**src/rtl/ram_arb_pkg.sv**
```systemverilog
// Shared types and helpers for the arbitrated single-port RAM.
package ram_arb_pkg;

    typedef enum logic {
        LOCK_IDLE = 1'b0,
        LOCK_HELD = 1'b1
    } lock_state_e;

    function automatic int calc_id_width(input int num_req);
        return (num_req > 1) ? $clog2(num_req) : 1;
    endfunction

endpackage

```
**src/rtl/ram_s1p1c.sv**
```systemverilog
// Single-port, single-clock RAM with read-first registered output.
module ram_s1p1c #(
    parameter  int WORD_WIDTH = 8,
    parameter  int WORD_COUNT = 256,
    localparam int ADDR_WIDTH = $clog2(WORD_COUNT)
) (
    input  logic                  clk_i,
    input  logic                  we_i,
    input  logic [ADDR_WIDTH-1:0] addr_i,
    input  logic [WORD_WIDTH-1:0] wdata_i,
    output logic [WORD_WIDTH-1:0] rdata_o
);

    logic [WORD_WIDTH-1:0] mem_q [WORD_COUNT];
    logic [WORD_WIDTH-1:0] rdata_q;

    // A write cycle still returns the word as it was before the write.
    always_ff @(posedge clk_i) begin
        if (we_i) begin
            mem_q[addr_i] <= wdata_i;
        end
        rdata_q <= mem_q[addr_i];
    end

    assign rdata_o = rdata_q;

endmodule

```
**src/rtl/ram_s1p1c_arb.sv**
```systemverilog
// Round-robin arbiter with per-requester locking in front of one single-port RAM.
module ram_s1p1c_arb
    import ram_arb_pkg::*;
#(
    parameter  int NUM_REQ    = 4,
    parameter  int WORD_WIDTH = 8,
    parameter  int WORD_COUNT = 256,
    localparam int ADDR_WIDTH = $clog2(WORD_COUNT),
    localparam int ID_WIDTH   = calc_id_width(NUM_REQ)
) (
    input  logic                                 clk_i,
    input  logic                                 rstn_i,
    input  logic [NUM_REQ-1:0]                   req_valid_i,
    output logic [NUM_REQ-1:0]                   req_ready_o,
    input  logic [NUM_REQ-1:0]                   req_we_i,
    input  logic [NUM_REQ-1:0]                   req_lock_i,
    input  logic [NUM_REQ-1:0][ADDR_WIDTH-1:0]   req_addr_i,
    input  logic [NUM_REQ-1:0][WORD_WIDTH-1:0]   req_data_i,
    output logic [NUM_REQ-1:0]                   rsp_valid_o,
    output logic [ID_WIDTH-1:0]                  rsp_id_o,
    output logic [WORD_WIDTH-1:0]                rsp_data_o
);

    lock_state_e           state_q, state_d;
    logic [ID_WIDTH-1:0]   owner_q, owner_d;
    logic [ID_WIDTH-1:0]   ptr_q, ptr_d;
    logic                  rsp_vld_q, rsp_vld_d;
    logic [ID_WIDTH-1:0]   pend_id_q, pend_id_d;
    logic [ID_WIDTH-1:0]   id_hold_q, id_hold_d;
    logic [WORD_WIDTH-1:0] data_hold_q, data_hold_d;

    logic                  gnt_any;
    logic [ID_WIDTH-1:0]   gnt_idx;
    logic [ID_WIDTH:0]     cand_sum;
    logic                  beat_acc;
    logic                  rsp_fire;
    logic                  ram_we;
    logic [ADDR_WIDTH-1:0] ram_addr;
    logic [WORD_WIDTH-1:0] ram_wdata;
    logic [WORD_WIDTH-1:0] ram_rdata;

    // Grant selection: the lock owner exclusively, otherwise first valid at/after ptr.
    always_comb begin
        gnt_any  = 1'b0;
        gnt_idx  = '0;
        cand_sum = '0;
        if (state_q == LOCK_HELD) begin
            gnt_any = req_valid_i[owner_q];
            gnt_idx = owner_q;
        end else begin
            for (int k = 0; k < NUM_REQ; k++) begin
                cand_sum = {1'b0, ptr_q} + (ID_WIDTH+1)'(k);
                if (cand_sum >= (ID_WIDTH+1)'(NUM_REQ)) begin
                    cand_sum = cand_sum - (ID_WIDTH+1)'(NUM_REQ);
                end
                if (!gnt_any && req_valid_i[cand_sum[ID_WIDTH-1:0]]) begin
                    gnt_any = 1'b1;
                    gnt_idx = cand_sum[ID_WIDTH-1:0];
                end
            end
        end
    end

    assign beat_acc = gnt_any && rstn_i;

    always_comb begin
        req_ready_o = '0;
        if (beat_acc) begin
            req_ready_o[gnt_idx] = 1'b1;
        end
    end

    assign ram_we    = beat_acc && req_we_i[gnt_idx];
    assign ram_addr  = req_addr_i[gnt_idx];
    assign ram_wdata = req_data_i[gnt_idx];

    always_comb begin
        state_d = state_q;
        owner_d = owner_q;
        ptr_d   = ptr_q;
        if (beat_acc) begin
            ptr_d = (gnt_idx == ID_WIDTH'(NUM_REQ-1)) ? '0 : gnt_idx + 1'b1;
        end
        if (state_q == LOCK_HELD) begin
            if (!req_valid_i[owner_q] || (beat_acc && !req_lock_i[owner_q])) begin
                state_d = LOCK_IDLE;
            end
        end else if (beat_acc && req_lock_i[gnt_idx]) begin
            state_d = LOCK_HELD;
            owner_d = gnt_idx;
        end
    end

    // A pending response is suppressed immediately if reset arrives in its cycle.
    assign rsp_fire = rsp_vld_q && rstn_i;

    always_comb begin
        rsp_vld_d   = beat_acc && !req_we_i[gnt_idx];
        pend_id_d   = rsp_vld_d ? gnt_idx : pend_id_q;
        id_hold_d   = rsp_fire ? pend_id_q : id_hold_q;
        data_hold_d = rsp_fire ? ram_rdata : data_hold_q;
    end

    always_ff @(posedge clk_i) begin
        if (!rstn_i) begin
            state_q     <= LOCK_IDLE;
            owner_q     <= '0;
            ptr_q       <= '0;
            rsp_vld_q   <= 1'b0;
            pend_id_q   <= '0;
            id_hold_q   <= '0;
            data_hold_q <= '0;
        end else begin
            state_q     <= state_d;
            owner_q     <= owner_d;
            ptr_q       <= ptr_d;
            rsp_vld_q   <= rsp_vld_d;
            pend_id_q   <= pend_id_d;
            id_hold_q   <= id_hold_d;
            data_hold_q <= data_hold_d;
        end
    end

    always_comb begin
        rsp_valid_o = '0;
        if (rsp_fire) begin
            rsp_valid_o[pend_id_q] = 1'b1;
        end
    end

    assign rsp_id_o   = rsp_fire ? pend_id_q : id_hold_q;
    assign rsp_data_o = rsp_fire ? ram_rdata : data_hold_q;

    ram_s1p1c #(
        .WORD_WIDTH (WORD_WIDTH),
        .WORD_COUNT (WORD_COUNT)
    ) u_ram (
        .clk_i   (clk_i),
        .we_i    (ram_we),
        .addr_i  (ram_addr),
        .wdata_i (ram_wdata),
        .rdata_o (ram_rdata)
    );

    a_ready_onehot0: assert property (@(posedge clk_i) disable iff (!rstn_i)
        $onehot0(req_ready_o));

    a_rsp_onehot0: assert property (@(posedge clk_i) disable iff (!rstn_i)
        $onehot0(rsp_valid_o));

    for (genvar i = 0; i < NUM_REQ; i++) begin : g_req_asrt
        a_valid_hold: assert property (@(posedge clk_i) disable iff (!rstn_i)
            (req_valid_i[i] && !req_ready_o[i]) |=> req_valid_i[i]);
        a_addr_known: assert property (@(posedge clk_i) disable iff (!rstn_i)
            req_valid_i[i] |-> !$isunknown(req_addr_i[i]));
    end

endmodule

```
**config.mk**
```make
export PLATFORM = sky130hd
export DESIGN_NAME = ram_s1p1c_arb
export DESIGN_NICKNAME = d
export VERILOG_FILES = /design/src/rtl/ram_arb_pkg.sv /design/src/rtl/ram_s1p1c.sv /design/src/rtl/ram_s1p1c_arb.sv
export SDC_FILE = /design/constraint.sdc
export NUM_CORES = 2
export LEC_CHECK = 0
export ABC_AREA = 1
export CELL_PAD_IN_SITES_DETAIL_PLACEMENT = 1
export CELL_PAD_IN_SITES_GLOBAL_PLACEMENT = 1
export CORE_UTILIZATION = 52
export CTS_BUF_LIST = sky130_fd_sc_hd__clkbuf_4 sky130_fd_sc_hd__clkbuf_8
export CTS_CLUSTER_SIZE = 20
export DETAILED_ROUTE_END_ITERATION = 8
export PLACE_DENSITY_LB_ADDON = 0.1
export SLEW_MARGIN = 20
export SYNTH_ARGS = -nofsm -noshare
export SYNTH_HDL_FRONTEND = slang
export SYNTH_SLANG_ARGS = --single-unit
```
**constraint.sdc**
```tcl
create_clock -name clk_i -period 13.6 [get_ports clk_i]
set_input_delay 2.72 -clock clk_i [delete_from_list [all_inputs] [get_ports clk_i]]
set_output_delay 2.72 -clock clk_i [all_outputs]
set_load 0.05 [all_outputs]
```
# [Word level (Yosys, flattened, before mapping)]
# Memories as Yosys holds them, arrays and structs flattened. A register that Yosys moved wholly into a read port is not among the register bits.
# Cells that the tools add are included.
[classes] mul=0 eq_ne=1 shift=0 bitwise_logic=1 add_sub_neg=8 order_cmp=13 n_div=0 muxes=55 reduce_logical=19
[op_table] operator="$bmux 8 s2" count=2
[op_table] operator="$mux 2" count=15
[op_table] operator="$mux 8" count=3
[op_table] operator="$mux 1" count=23
[op_table] operator="$lt 2x3->1 const B" count=7
[op_table] operator="$bmux 1 s2" count=8
[op_table] operator="$logic_and 1x1->1" count=11
[op_table] operator="$ge 3x3->1 const B" count=3
[op_table] operator="$mux 4" count=2
[op_table] operator="$sub 2x1->2 const B" count=4
[op_table] operator="$add 2x2->3 const B" count=2
[op_table] operator="$logic_not 1->1" count=6
[op_table] operator="$demux 1 s2" count=2
[op_table] operator="$ge 2x1->1 const B" count=2
[op_table] operator="$add 2x1->3 const B" count=1
[op_table] operator="$ge 2x3->1 const B" count=1
[op_table] operator="$add 2x1->2 const B" count=1
[op_table] operator="$eq 2x2->1 const B" count=1
[op_table] operator="$reduce_and 2->1" count=1
[op_table] operator="$logic_or 1x1->1" count=1
[op_table] operator="$not 1->1" count=1
[totals] wordCells=105 out_inout_bits=18 romBits=0 mem_count=1 ff_bits=18 latchBits=0 ramBits=2048
[memory_table] memory="u_ram.mem_q" depth=256 width=8 rd=1 rd_ports_with_merged_regs=1 write_ports=1 line_no="ram_s1p1c.sv:14" rtl="logic [WORD_WIDTH-1:0] mem_q [WORD_COUNT];"

# [Longest topological paths before layout]
[depth] depth_word=24 ltp_mapped=29 depth_no_buf=27

# [Cells and area by module]
# From an unflattened synthesis, not the netlist that was laid out.
[unflattened] cells_unflattened=8326 area_unflattened_um2=86626.8
[modules_own_cells] module="ram_s1p1c" cells_each=8021 area_per_inst_um2=84856.4 n_inst=1 seq_area_each_um2=61659.1
[modules_own_cells] module="ram_s1p1c_arb" cells_each=305 area_per_inst_um2=1770.4 n_inst=1 seq_area_each_um2=360.3

# [Least setup slack after synthesis]
# No wires, ideal clock.
[synth_path] path_type="input to register" start="in req_valid_i[1]" end="mem u_ram.mem_q[0][6], data pin" path_buffers=2 setup_slack_ps=809 setup_time_ps=1586 path_stages=15 arrival_time_ps=11205 cell_sequence="inv_1 nand2_1 nand3_2 nand2_1 nor2_2 nand3_1 nand2_1 inv_2 nand2_4 nand2_4 inv_2 clkbuf_1 clkbuf_1 o21ai_0 o22ai_1"
[synth_between] elab_chain_len=18 word_cells_on_any_way=27 classes_between="21 x mux; 6 x reduce/logical"
[synth_rtl] item="start: declaration" line_no="ram_s1p1c_arb.sv:13" rtl="input logic [NUM_REQ-1:0] req_valid_i,"
[synth_rtl] item="$bmux 1 s2" line_no="ram_s1p1c_arb.sv:56" rtl="if (!gnt_any && req_valid_i[cand_sum[ID_WIDTH-1:0]]) begin"
[synth_rtl] item="$mux 1 (implied by the code)" line_no="ram_s1p1c_arb.sv:56"
[synth_rtl] item="$mux 1" line_no="ram_s1p1c_arb.sv:56"
[synth_rtl] item="$mux 1" line_no="ram_s1p1c_arb.sv:47" rtl="if (state_q == LOCK_HELD) begin"
[synth_rtl] item="$logic_not 1->1" line_no="ram_s1p1c_arb.sv:56"
[synth_rtl] item="$logic_and 1x1->1" line_no="ram_s1p1c_arb.sv:56"
[synth_rtl] item="$mux 1" line_no="ram_s1p1c_arb.sv:56"
[synth_rtl] item="$mux 1" line_no="ram_s1p1c_arb.sv:47"
[synth_rtl] item="[... 3 more ...]"
[synth_rtl] item="$mux 1" line_no="ram_s1p1c_arb.sv:47"
[synth_rtl] item="$logic_not 1->1" line_no="ram_s1p1c_arb.sv:56"
[synth_rtl] item="$logic_and 1x1->1" line_no="ram_s1p1c_arb.sv:56"
[synth_rtl] item="$mux 2 (*)" line_no="ram_s1p1c_arb.sv:56"
[synth_rtl] item="$mux 2 (*)" line_no="ram_s1p1c_arb.sv:47"
[synth_rtl] item="$bmux 8 s2 (*)" line_no="ram_s1p1c_arb.sv:75" rtl="assign ram_wdata = req_data_i[gnt_idx];"
[synth_rtl] item="$mux 8 (implied by the code) (*)" line_no="ram_s1p1c_arb.sv:75"
[synth_rtl] item="via ram_wdata[6]" line_no="ram_s1p1c_arb.sv:39" rtl="logic [WORD_WIDTH-1:0] ram_wdata;"
[synth_rtl] item="end: declaration" line_no="ram_s1p1c.sv:14"
# The timed path passes the listed nets; every way through them passes the cells marked *. The select of a mux whose other input is x is not followed.

# [Worst setup path in the final report]
[layout_path] start="in req_valid_i[1]" end="out req_ready_o[2]"
[layout_between] elab_chain_len=21 word_cells_on_any_way=36 classes_between="2 x order compare; 26 x mux; 8 x reduce/logical"
[layout_rtl] item="$bmux 1 s2" line_no="ram_s1p1c_arb.sv:56"
[layout_rtl] item="$mux 1 (implied by the code)" line_no="ram_s1p1c_arb.sv:56"
[layout_rtl] item="$mux 1" line_no="ram_s1p1c_arb.sv:56"
[layout_rtl] item="$mux 1" line_no="ram_s1p1c_arb.sv:47"
[layout_rtl] item="$logic_not 1->1" line_no="ram_s1p1c_arb.sv:56"
[layout_rtl] item="$logic_and 1x1->1" line_no="ram_s1p1c_arb.sv:56"
[layout_rtl] item="$mux 1" line_no="ram_s1p1c_arb.sv:56"
[layout_rtl] item="$mux 1" line_no="ram_s1p1c_arb.sv:47"
[layout_rtl] item="[... 5 more ...]"
[layout_rtl] item="$logic_and 1x1->1" line_no="ram_s1p1c_arb.sv:56"
[layout_rtl] item="$mux 2" line_no="ram_s1p1c_arb.sv:56"
[layout_rtl] item="$mux 2" line_no="ram_s1p1c_arb.sv:47"
[layout_rtl] item="$lt 2x3->1 (implied by the code) / $ge 2x1->1 (equally long branches)" line_no="ram_s1p1c_arb.sv:69" rtl="req_ready_o[gnt_idx] = 1'b1;"
[layout_rtl] item="$logic_and 1x1->1 (implied by the code)" line_no="ram_s1p1c_arb.sv:69"
[layout_rtl] item="$mux 1 (implied by the code)" line_no="ram_s1p1c_arb.sv:69"
[layout_rtl] item="$demux 1 s2" line_no="ram_s1p1c_arb.sv:69"
[layout_rtl] item="$mux 4 (*)" line_no="ram_s1p1c_arb.sv:68" rtl="if (beat_acc) begin"
[layout_rtl] item="end: declaration" line_no="ram_s1p1c_arb.sv:14" rtl="output logic [NUM_REQ-1:0] req_ready_o,"
# Every way passes the cells marked *; elsewhere a longest branch is shown, timed or not. The select of a mux whose other input is x is not followed.

==> impl_results.md <==
- Setup TNS: 0 ps
- Min cycle time layout: ~9000 ps
- Synth top area share: a little under three quarters
- GRT Overall Usage: between 30% and 40%
- Worst-Skew Late Latency: ~1100 ps
- Post-Route WL: 285 mm
- Asr flop ratio synth: 0%
- Via count of the first global-routing pass: ~65000
- CP endpoint kind: output pin
- Status: finished clean
- Slew @ Worst Pin: between 1000 and 1500 ps
- Critical path depth: 16
- Largest family of logic cells by synthesized area: simple AND/OR/NAND/NOR gates
- Max-cap violations: 0
- Longest Clk Path Bufs: 4
- Layout cells sized above 1: approximately 8.7%
- Post-synthesis sequential area ratio: between 70% and 80%
- Post-synthesis cell type count: 35
- Starting DRT DRC Count: 6363
- DR pass1 iterations: 6
- Initial antenna violation count: 12
- CTS Buf Count: 355
- Most common cell in the netlist: nand2_1
- Die Span X: 410 microns
- CP required: approximately 11000 ps
- Xor/xnor share of the synthesized area: 0%
- Hold Crit Depth: 2
- FMAX: ~110 MHz
- Syn avg cell area: about 11 sq um
- Critical Path Start Type: input port
- R2R Setup Slk: around 6800 ps
- Mapped Cells: a little over 8000
- Worst setup path class: input port to output pin
- Crit path DAT: around 6000 ps
- CTS sink count: just over 2000
- RR Startpoint: ptr_q[0]$_SDFFE_PN0P_
- CTS H-Tree Depth: 5
- Die ar.: between 0.15 and 0.2 sq mm
- Number of synthesis warnings: 0
- Wire per inst: approximately 26 microns
- Critical Path Slowest Stage Cell: clkdlybuf4s50_1
- Clock-pin slew on the worst setup and hold paths: 60 ps
- Worst Hold Path EP: data_hold_q[5]$_SDFF_PN0_
- Area leader, netlist: edfxtp_1
- Top area cells in the synthesized netlist: edfxtp_1, nand2_1, nor2_1, buf_2, nand3_1
- Simple-gate share of the synthesized area: a little under a quarter
- Final setup fails: 0
- Port Buf Inserts: 95
- Hold path start: data_hold_q[5]$_SDFF_PN0_
- Cts repair resizes: 0
- Cell family with most CP delay: buffers and inverters
- Num rows: about 150
- Path depth of the worst reg2reg path: 28
- Via/cell ratio: between 5 and 6
- Core Area: approximately 0.17 sq mm
- Post-synth top cells: nand2_1, edfxtp_1, nor2_1, buf_2, nand3_1
- Clock skew: ~53 ps
- Mapped Area: just under 0.09 sq mm
- Class of the worst hold path: register to register
- Syn-to-layout area delta: 10.9%
- Post-synth EDFFs: a little over 2000
- Initial Utilization: approximately 52%
- Post CTS Setup Buffer Count: 0
- Die H: 410 microns
- Adder-cell share of the synthesized area: less than 1%
- CP Cell Sequence: clkdlybuf4s50_1 > inv_1 > nand2_1 > nand3_2 > nand2_1 > nor2_2 > nand3_1 > nand2_1 > inv_2 > nand2_4 > nand2_4 > inv_2 > ha_1 > inv_1 > nor2_1 > clkdlybuf4s50_1
- Via count: between 60000 and 70000
- CTS tree: done
- Hpwl dp: 166 mm
- Unrepaired setup endpoints after global routing: no
- Final worst-path cycle share: between 60% and 70%
- Total grt overflow: 0
- Drt drc: 0
- Worst R2R End: u_ram.rdata_o[6]$_DFF_P_
- Top FF cell, synth: edfxtp_1
- Yosys reg bits: about 2100
- Slew margin rel.: between 20% and 30%
- Final Max Tran Viols: 0
- First-pass GRT wire length: between 400 and 500 mm
- Largest net degree at the start of global routing: 170
- Syn Nets: ~8300
- CTS Hold Bufs: 0
- Final Hold Viols: 0
- Critical Path Max Stage Delay: between 800 and 900 ps
- Antenna Violating Nets Remaining: 0
- Fillers: between 15000 and 20000
- Post-synthesis compound-gate area fraction: under 10%
- Multiplexer share of the synthesized area: 0%
- Boundary Pins: between 90 and 100
- CP most frequent cell: nand2_1
- Root Buffer: clkbuf_8
- Worst Path Buf+Inv: 6
- Routability cong.: about 0.88
- Critical path peak fanout: 52
- Nets: between 8000 and 9000
==> cell type report <==
| class | count | area (sq um) | share of cell area, % |
|---|---|---|---|
| clock inverters | 102 | 532 | 0.553 |
| clock buffers | 498 | 6070 | 6.31 |
| repair buffers | 188 | 1870 | 1.94 |
| multi-input cells | 5674 | 22700 | 23.6 |
| inverters | 78 | 300 | 0.312 |
| diodes | 3 | 7.51 | 0.00780 |
| flip-flops and latches | 2074 | 62000 | 64.5 |
| well taps | 2189 | 2740 | 2.85 |
==> logic make-up (layout without fill, tap and decap cells) <==
family                   after synthesis  after routing
adder cells (fa/ha/maj)                4              4
AND/OR/NAND/NOR                     5383           5383
buffers and inverters                502            866
other                                  0              3
AO/OA/AOI/OAI                        287            287
flip-flops                          2074           2074
==> how the worst max path moves through the flow <==
stage                     slack (ps)                          end      startpoint
after global placement          4350     u_ram.rdata_o[6]$_DFF_P_  req_valid_i[3]
final                           4860               req_ready_o[2]  req_valid_i[1]
after CTS                       4860               req_ready_o[2]  req_valid_i[2]
after floorplan                  810  u_ram.mem_q[0][6]$_DFFE_PP_  req_valid_i[1]
after detailed placement        4390     u_ram.rdata_o[6]$_DFF_P_  req_valid_i[2]
after global routing            4520               req_ready_o[2]  req_valid_i[1]
==> worst min-delay path, stage by stage, from the launching register on <==
cell and delay (ps):
dfxtp_1 290, inv_1 60, a211oi_1 70
==> stage by stage <==
step	cells	util [%]	setup slack [ps]	hold slack (ps)	area, sq um
2_1_floorplan	8250	-	809	440	86700
3_3_place_gp	10200	54.2	4350	455	89500
3_5_place_dp	10200	54.2	4390	463	89600
4_1_cts	10800	58.2	4860	477	96200
5_1_grt	10800	58.2	4520	502	96200
6_report	10800	58.2	4860	476	96200
==> layout by cell type (no fill, tap or decap), types with 2 or more instances in the layout <==
master	n
a211oi_1	8
a21oi_1	118
a32oi_1	3
and2_1	2
buf_12	16
buf_4	76
bufinv_16	4
clkbuf_4	126
clkbuf_8	372
clkdlybuf4s50_1	95
clkinv_1	70
clkinv_2	25
clkinvlp_4	2
dfxtp_1	26
diode_2	3
edfxtp_1	2048
ha_1	4
inv_1	50
inv_2	27
nand2_1	4618
nand2_4	7
nand2_8	2
nand3_1	214
nand3_2	12
nand3_4	5
nand4_1	21
nor2_1	439
nor2_2	50
nor2_4	6
nor4_1	3
o21a_1	6
o21ai_0	68
o21ai_1	70
o22ai_4	8
==> sequential cells by signal (all words and copies together), names as in the netlist <==
signal         cells
owner_q            2
id_hold_q          2
rsp_vld_q          1
u_ram.rdata_o      8
data_hold_q        8
state_q            1
ptr_q              2
u_ram.mem_q     2048
pend_id_q          2
==> metal layers <==
layer  share of wire (%)  wire (microns)  global-route usage (%)
met2                  48          137000                    55.4
met4                 4.3           12400                    14.8
met3                 7.7           21900                    6.13
met1                  40          114000                    44.2
met5              0.0095              27                       0
Power is not shown: default switching activity piles up to over one toggle a cycle in this logic, so the estimate is an artifact.
